--- config.mk ---
export PLATFORM = sky130hd
export DESIGN_NAME = issue_scheduler_flat
export DESIGN_NICKNAME = d
export VERILOG_FILES = /design/src/rtl/issue_scheduler_if.sv /design/src/rtl/issue_scheduler.sv /design/src/flat_wrapper.sv
export SDC_FILE = /design/constraint.sdc
export NUM_CORES = 1
export LEC_CHECK = 0
export CAP_MARGIN = 20
export CORE_UTILIZATION = 40
export DETAILED_ROUTE_END_ITERATION = 8
export RECOVER_POWER = 50
export SYNTH_ARGS = -nofsm -noshare
export SYNTH_HDL_FRONTEND = slang
export SYNTH_SLANG_ARGS = --single-unit
--- constraint.sdc ---
create_clock -name clk -period 4.87 [get_ports clk]
set_clock_uncertainty 0.05 [all_clocks]
set_input_delay 0.974 -clock clk [delete_from_list [all_inputs] [get_ports clk]]
set_output_delay 0.974 -clock clk [all_outputs]
set_load 0.02 [all_outputs]
--- src/rtl/issue_scheduler_if.sv ---
// Fetch-side, scoreboard-side and issue-side signals of the issue scheduler.
// Handshake: fetch offers entries with in_valid0/1. The entries are taken on the rising edge when in_ready is high and flush is low.
interface issue_scheduler_if #(
  parameter int PAYLOAD_W = 64
);
  logic                 in_valid0;
  logic                 in_valid1;
  logic [PAYLOAD_W-1:0] in_payload0;
  logic [PAYLOAD_W-1:0] in_payload1;
  logic                 in_is_mem0;
  logic                 in_is_mem1;
  logic                 in_is_branch0;
  logic                 in_is_branch1;
  logic                 in_ready;
  logic                 flush;
  logic                 raw_hazard0;
  logic                 raw_hazard1;
  logic                 waw_hazard0;
  logic                 waw_hazard1;
  logic                 head0_valid;
  logic                 head1_valid;
  logic [PAYLOAD_W-1:0] head0_payload;
  logic [PAYLOAD_W-1:0] head1_payload;
  logic                 head0_is_mem;
  logic                 head0_is_branch;
  logic                 head1_is_mem;
  logic                 head1_is_branch;
  logic                 issue0;
  logic                 issue1;
  logic [31:0]          stall_cycles;
  logic [31:0]          dual_issue_cycles;

  modport master (
    output in_valid0, in_valid1, in_payload0, in_payload1,
           in_is_mem0, in_is_mem1, in_is_branch0, in_is_branch1,
           flush, raw_hazard0, raw_hazard1, waw_hazard0, waw_hazard1,
    input  in_ready, head0_valid, head1_valid, head0_payload, head1_payload,
           head0_is_mem, head0_is_branch, head1_is_mem, head1_is_branch,
           issue0, issue1, stall_cycles, dual_issue_cycles
  );

  modport slave (
    input  in_valid0, in_valid1, in_payload0, in_payload1,
           in_is_mem0, in_is_mem1, in_is_branch0, in_is_branch1,
           flush, raw_hazard0, raw_hazard1, waw_hazard0, waw_hazard1,
    output in_ready, head0_valid, head1_valid, head0_payload, head1_payload,
           head0_is_mem, head0_is_branch, head1_is_mem, head1_is_branch,
           issue0, issue1, stall_cycles, dual_issue_cycles
  );
endinterface

--- src/rtl/issue_scheduler.sv ---
// Dual-issue in-order scheduler: a circular instruction queue that is filled two-wide from fetch.
// It issues head0/head1 in the same cycle, gated by hazard flags and by the slot-pairing rules.
module issue_scheduler #(
  parameter int PAYLOAD_W = 64,
  parameter int DEPTH     = 4
) (
  input logic              clk,
  input logic              rst,
  issue_scheduler_if.slave bus
);
  localparam int AW = $clog2(DEPTH);
  localparam int CW = AW + 1;

  typedef struct packed {
    logic [PAYLOAD_W-1:0] payload;
    logic                 is_mem;
    logic                 is_branch;
  } entry_t;

  entry_t        queue_q [DEPTH];
  logic [AW-1:0] rd_ptr_q, rd_ptr_d;
  logic [AW-1:0] wr_ptr_q, wr_ptr_d;
  logic [CW-1:0] count_q, count_d;
  logic [31:0]   stall_q, stall_d;
  logic [31:0]   dual_q, dual_d;

  logic [AW-1:0] rd_ptr1, wr_ptr1;
  entry_t        head0, head1, in_entry0, in_entry1;
  logic          head0_valid, head1_valid;
  logic          issue0, issue1, ready;
  logic          enq0, enq1, stall_inc;
  logic [1:0]    enq_n, deq_n;

  // Pointers are exactly AW bits wide, so the +1 wraps modulo DEPTH.
  assign rd_ptr1 = rd_ptr_q + AW'(1);
  assign wr_ptr1 = wr_ptr_q + AW'(1);

  assign head0       = queue_q[rd_ptr_q];
  assign head1       = queue_q[rd_ptr1];
  assign head0_valid = (count_q != '0);
  assign head1_valid = (count_q >= CW'(2));

  // Readiness uses only the registered count, so fetch never sees a combinational path from the hazard inputs.
  assign ready = (count_q <= CW'(DEPTH - 2));

  assign in_entry0 = '{payload: bus.in_payload0, is_mem: bus.in_is_mem0, is_branch: bus.in_is_branch0};
  assign in_entry1 = '{payload: bus.in_payload1, is_mem: bus.in_is_mem1, is_branch: bus.in_is_branch1};

  always_comb begin
    issue0    = 1'b0;
    issue1    = 1'b0;
    enq0      = 1'b0;
    enq1      = 1'b0;
    stall_inc = 1'b0;

    issue0 = head0_valid & ~bus.raw_hazard0 & ~bus.waw_hazard0 & ~bus.flush;
    // Slot1 only pairs with slot0: no two memory ops, and no branch in either slot.
    issue1 = issue0 & head1_valid & ~bus.raw_hazard1 & ~bus.waw_hazard1
           & ~(head0.is_mem & head1.is_mem) & ~head0.is_branch & ~head1.is_branch;

    enq0      = ready & ~bus.flush & bus.in_valid0;
    enq1      = enq0 & bus.in_valid1;
    stall_inc = head0_valid & ~issue0 & ~bus.flush;
  end

  assign enq_n = {1'b0, enq0} + {1'b0, enq1};
  assign deq_n = {1'b0, issue0} + {1'b0, issue1};

  always_comb begin
    rd_ptr_d = rd_ptr_q;
    wr_ptr_d = wr_ptr_q;
    count_d  = count_q;
    stall_d  = stall_q;
    dual_d   = dual_q;

    if (bus.flush) begin
      rd_ptr_d = '0;
      wr_ptr_d = '0;
      count_d  = '0;
    end else begin
      rd_ptr_d = rd_ptr_q + AW'(deq_n);
      wr_ptr_d = wr_ptr_q + AW'(enq_n);
      count_d  = count_q + CW'(enq_n) - CW'(deq_n);
    end

    if (stall_inc && (stall_q != 32'hFFFF_FFFF)) begin
      stall_d = stall_q + 32'd1;
    end
    if (issue1 && (dual_q != 32'hFFFF_FFFF)) begin
      dual_d = dual_q + 32'd1;
    end
  end

  always_ff @(posedge clk or posedge rst) begin
    if (rst) begin
      rd_ptr_q <= '0;
      wr_ptr_q <= '0;
      count_q  <= '0;
      stall_q  <= '0;
      dual_q   <= '0;
    end else begin
      rd_ptr_q <= rd_ptr_d;
      wr_ptr_q <= wr_ptr_d;
      count_q  <= count_d;
      stall_q  <= stall_d;
      dual_q   <= dual_d;
    end
  end

  // Storage has no reset; occupancy alone decides what is meaningful.
  always_ff @(posedge clk) begin
    if (enq0) begin
      queue_q[wr_ptr_q] <= in_entry0;
    end
    if (enq1) begin
      queue_q[wr_ptr1] <= in_entry1;
    end
  end

  assign bus.in_ready          = ready;
  assign bus.head0_valid       = head0_valid;
  assign bus.head1_valid       = head1_valid;
  assign bus.head0_payload     = head0.payload;
  assign bus.head1_payload     = head1.payload;
  assign bus.head0_is_mem      = head0.is_mem;
  assign bus.head0_is_branch   = head0.is_branch;
  assign bus.head1_is_mem      = head1.is_mem;
  assign bus.head1_is_branch   = head1.is_branch;
  assign bus.issue0            = issue0;
  assign bus.issue1            = issue1;
  assign bus.stall_cycles      = stall_q;
  assign bus.dual_issue_cycles = dual_q;
endmodule

--- src/flat_wrapper.sv ---
// flat-port wrapper written by rule: the top's interface ports become plain ports
module issue_scheduler_flat 
#(
  parameter int PAYLOAD_W = 64,
  parameter int DEPTH     = 4
)
  (clk, rst, bus_in_valid0, bus_in_valid1, bus_in_payload0, bus_in_payload1, bus_in_is_mem0, bus_in_is_mem1, bus_in_is_branch0, bus_in_is_branch1, bus_flush, bus_raw_hazard0, bus_raw_hazard1, bus_waw_hazard0, bus_waw_hazard1, bus_in_ready, bus_head0_valid, bus_head1_valid, bus_head0_payload, bus_head1_payload, bus_head0_is_mem, bus_head0_is_branch, bus_head1_is_mem, bus_head1_is_branch, bus_issue0, bus_issue1, bus_stall_cycles, bus_dual_issue_cycles);
  issue_scheduler_if #(.PAYLOAD_W(PAYLOAD_W)) bus_i ();
  input logic clk;
  input logic rst;
  input wire logic [$bits(bus_i.in_valid0)-1:0] bus_in_valid0;
  input wire logic [$bits(bus_i.in_valid1)-1:0] bus_in_valid1;
  input wire logic [$bits(bus_i.in_payload0)-1:0] bus_in_payload0;
  input wire logic [$bits(bus_i.in_payload1)-1:0] bus_in_payload1;
  input wire logic [$bits(bus_i.in_is_mem0)-1:0] bus_in_is_mem0;
  input wire logic [$bits(bus_i.in_is_mem1)-1:0] bus_in_is_mem1;
  input wire logic [$bits(bus_i.in_is_branch0)-1:0] bus_in_is_branch0;
  input wire logic [$bits(bus_i.in_is_branch1)-1:0] bus_in_is_branch1;
  input wire logic [$bits(bus_i.flush)-1:0] bus_flush;
  input wire logic [$bits(bus_i.raw_hazard0)-1:0] bus_raw_hazard0;
  input wire logic [$bits(bus_i.raw_hazard1)-1:0] bus_raw_hazard1;
  input wire logic [$bits(bus_i.waw_hazard0)-1:0] bus_waw_hazard0;
  input wire logic [$bits(bus_i.waw_hazard1)-1:0] bus_waw_hazard1;
  output wire logic [$bits(bus_i.in_ready)-1:0] bus_in_ready;
  output wire logic [$bits(bus_i.head0_valid)-1:0] bus_head0_valid;
  output wire logic [$bits(bus_i.head1_valid)-1:0] bus_head1_valid;
  output wire logic [$bits(bus_i.head0_payload)-1:0] bus_head0_payload;
  output wire logic [$bits(bus_i.head1_payload)-1:0] bus_head1_payload;
  output wire logic [$bits(bus_i.head0_is_mem)-1:0] bus_head0_is_mem;
  output wire logic [$bits(bus_i.head0_is_branch)-1:0] bus_head0_is_branch;
  output wire logic [$bits(bus_i.head1_is_mem)-1:0] bus_head1_is_mem;
  output wire logic [$bits(bus_i.head1_is_branch)-1:0] bus_head1_is_branch;
  output wire logic [$bits(bus_i.issue0)-1:0] bus_issue0;
  output wire logic [$bits(bus_i.issue1)-1:0] bus_issue1;
  output wire logic [$bits(bus_i.stall_cycles)-1:0] bus_stall_cycles;
  output wire logic [$bits(bus_i.dual_issue_cycles)-1:0] bus_dual_issue_cycles;
  assign bus_i.in_valid0 = bus_in_valid0;
  assign bus_i.in_valid1 = bus_in_valid1;
  assign bus_i.in_payload0 = bus_in_payload0;
  assign bus_i.in_payload1 = bus_in_payload1;
  assign bus_i.in_is_mem0 = bus_in_is_mem0;
  assign bus_i.in_is_mem1 = bus_in_is_mem1;
  assign bus_i.in_is_branch0 = bus_in_is_branch0;
  assign bus_i.in_is_branch1 = bus_in_is_branch1;
  assign bus_i.flush = bus_flush;
  assign bus_i.raw_hazard0 = bus_raw_hazard0;
  assign bus_i.raw_hazard1 = bus_raw_hazard1;
  assign bus_i.waw_hazard0 = bus_waw_hazard0;
  assign bus_i.waw_hazard1 = bus_waw_hazard1;
  assign bus_in_ready = bus_i.in_ready;
  assign bus_head0_valid = bus_i.head0_valid;
  assign bus_head1_valid = bus_i.head1_valid;
  assign bus_head0_payload = bus_i.head0_payload;
  assign bus_head1_payload = bus_i.head1_payload;
  assign bus_head0_is_mem = bus_i.head0_is_mem;
  assign bus_head0_is_branch = bus_i.head0_is_branch;
  assign bus_head1_is_mem = bus_i.head1_is_mem;
  assign bus_head1_is_branch = bus_i.head1_is_branch;
  assign bus_issue0 = bus_i.issue0;
  assign bus_issue1 = bus_i.issue1;
  assign bus_stall_cycles = bus_i.stall_cycles;
  assign bus_dual_issue_cycles = bus_i.dual_issue_cycles;
  issue_scheduler #(.PAYLOAD_W(PAYLOAD_W), .DEPTH(DEPTH)) u_core (.clk(clk), .rst(rst), .bus(bus_i));
endmodule
==> metrics.txt <==
vias in the first global route=12,100; drt first pass iters=5; Finish-stage setup viols=0; first-pass GRT wire length=74,300 um; final hold vios=0; worst hold path type=flop to flop; grt ovf=0; Final period util=89.6%; initial antenna violation count=8; routed wire length per instance=23.4 um; CP Capture Type=output pin; Seq. cell area=0.00971 mm^2; mux contribution to synthesized area=33.4%; Synth top area share=44.1%; adder-cell share of the synthesized area=0.710%; Post-Route Setup TNS=0 ns; crit path launch type=input port; Die H=214 um; Worst Path Max Fanout=4; complex-gate fraction of the synthesized area=0.369%; post-synthesis cell count=1,093; routed vias/inst=5.51; clk root buf=clkbuf_16; Hold Buf Count CTS=0; die width=214 um; Synth cell types=46; Post-Route WL=48,200 um; clock sinks=335; initial drt markers=805; Post-synth top flop=edfxtp_1; most frequent cells in the layout=clkdlybuf4s50_1 (274), mux2_2 (266), edfxtp_1 (264); Required @ worst endpoint=3.85 ns; EDFF count, synth=264; hold depth=1; gr usage total=21.2%; Yosys top cell by area=edfxtp_1; status=complete, but fails checks; Worst Tran Pin Value=2.22 ns; clk buf depth=3; worst vdd ir=0.000220 V; Hold WS=0.428 ns; critical path type=input port to output pin; Multi-input gate area=0.00784 mm^2; Critical R2R Capture=u_core.queue_q[1][62]; fin. max-slew vios=166; layout cell share with drive strength beyond 1=33.2%; XOR/XNOR Fraction of Synth Area=3.31%; Min-Delay Endpoint=u_core.bus.dual_issue_cycles[27]; # fillers=3,725; Initial Util=40.6%; post-synthesis simple-gate area fraction=5.89%; area grow syn2layout=29.6%; RSZ-0062 raised after global routing=no; core box area=0.0443 mm^2; WP data arrival=3.34 ns; Leak=8.19 nW; final net count=1,587; r2r startpoint=u_core.count_q[1]; dpl hpwl=32,100 um; die area=0.0458 mm^2; # DRC=0; # IOs=342; slew margin rel.=-48.2%; Synth Register Bits=335; max cap viols=6; vias=11,400; async set or reset register ratio after synthesis=21.2%; H-tree levels=2; worst skew pair latency=0.55 ns; top post-synthesis cells by area=edfxtp_1 (44%), mux4_2 (17%), mux2_2 (17%), dfrtp_1 (9.9%), xor2_1 (1.9%); number of gates resized after CTS=0; Hold Path Origin=u_core.bus.dual_issue_cycles[27]; Final ANT Viol Nets=0; TritonCTS buffer count=40; gpl congestion=0.825; Syn. warnings=0; R2R depth=5; largest net degree at the start of global routing=75; PD cells=332 mW/mm^2; largest family of logic cells by synthesized area=multiplexers; failing checks=max-capacitance violations, max-slew violations; Core Rows=77; Seq/Total Area, Yosys=54.0%; R2R Setup Slk=1.55 ns; Post-CTS Setup Bufs=0; port bufs=341; most common cell after layout, fill and taps aside=clkdlybuf4s50_1; Mapped Nets=1,243; area of the mapped netlist=0.0180 mm^2; post-route minimum period=4.36 ns; syn_area_per_cell=16.5 um^2; CTS tree=built; Fmax achieved=0.229 GHz; clk slew on worst S/H paths=0.05 ns
-- Yosys cell counts (all sizes together), types with 2 or more instances --
library cell	number
and2	6
nor2b	4
nor4b	2
nor2	31
and3b	2
clkbuf	21
mux2	266
edfxtp	264
buf	47
nand2	27
mux4	134
nor3	20
xnor2	30
nand4	20
dfrtp	71
ha	7
or4	2
inv	18
a21oi	3
nand3	29
xor2	38
and3	8
nor4	18
or3	4
and4	7
fa	2
or2	4
-- stage by stage --
| step | utilization [%] | power [W] | instance area, um^2 | std cells | worst slack (ns) |
|---|---|---|---|---|---|
| after floorplan | - | 0.00423 | 18000 | 1093 | 0.238 |
| after global placement | 50.1 | 0.00496 | 22200 | 1987 | 0.673 |
| after detailed placement | 50.1 | 0.00497 | 22200 | 1987 | 0.639 |
| after CTS | 52.8 | 0.00784 | 23400 | 2058 | 0.638 |
| after global routing | 52.6 | 0.00802 | 23300 | 2061 | 0.407 |
| final | 52.6 | 0.00773 | 23300 | 2061 | 0.505 |
-- layer usage --
| layer | track usage (%) | wire, um | vias to the layer above |
|---|---|---|---|
| met5 | 0 | 67 | - |
| met4 | 5.40 | 987 | 10 |
| met3 | 6.62 | 3510 | 72 |
| met2 | 35.0 | 23300 | 335 |
| met1 | 27.0 | 20300 | 5845 |
| li1 | - | - | 5094 |
-- sequential cells by signal, summed over array words and instances (netlist names) --
register and cells:
u_core.queue_q 264, u_core.bus.stall_cycles 32, u_core.rd_ptr_q 2, u_core.count_q 3, u_core.bus.dual_issue_cycles 32, u_core.wr_ptr_q 2
-- logic make-up after synthesis --
kind of cell,after synthesis
buffers and inverters,86
adders and majority gates,9
xor gates and xnor gates,68
muxes,400
DFF,335
AOI/OAI and AO/OA,9
and+or+nand+nor,186
-- report_power, final --
part           switching (W)  internal [W]  leakage (nW)
Clock                0.00118       0.00166         0.594
Combinational       0.000728      0.000751          4.24
Sequential          0.000120       0.00329          3.35
-- critical path, cell delays in order --
cell             delay (ns)
dlygate4sd3_1          0.68
or3_1                  0.44
nor4b_1                0.32
nand3_2                0.12
inv_1                  0.17
clkdlybuf4s50_1        0.63
-- how the worst max path moves through the flow --
| stage | startpoint | depth (start not counted) | end | slack (ns) |
|---|---|---|---|---|
| floorplan | bus_flush | 3 | u_core.queue_q[2][0] | 0.24 |
| global placement | bus_flush | 6 | bus_issue1 | 0.67 |
| detailed placement | bus_flush | 6 | bus_issue1 | 0.64 |
| CTS | bus_flush | 6 | bus_issue1 | 0.64 |
| global route | bus_flush | 6 | bus_issue1 | 0.41 |
| finish | bus_flush | 6 | bus_issue1 | 0.51 |
-- final cells by class --
cell class / count / share of cell area, %
flip-flops and latches: 335 / 41.7
multi-input cells: 672 / 33.6
repair buffers: 370 / 16.0
clock buffers: 53 / 4.64
well taps: 592 / 3.18
clock inverters: 18 / 0.580
inverters: 18 / 0.290
diodes: 3 / 0.0322
Note: power is estimated with default switching activity, not from simulation.
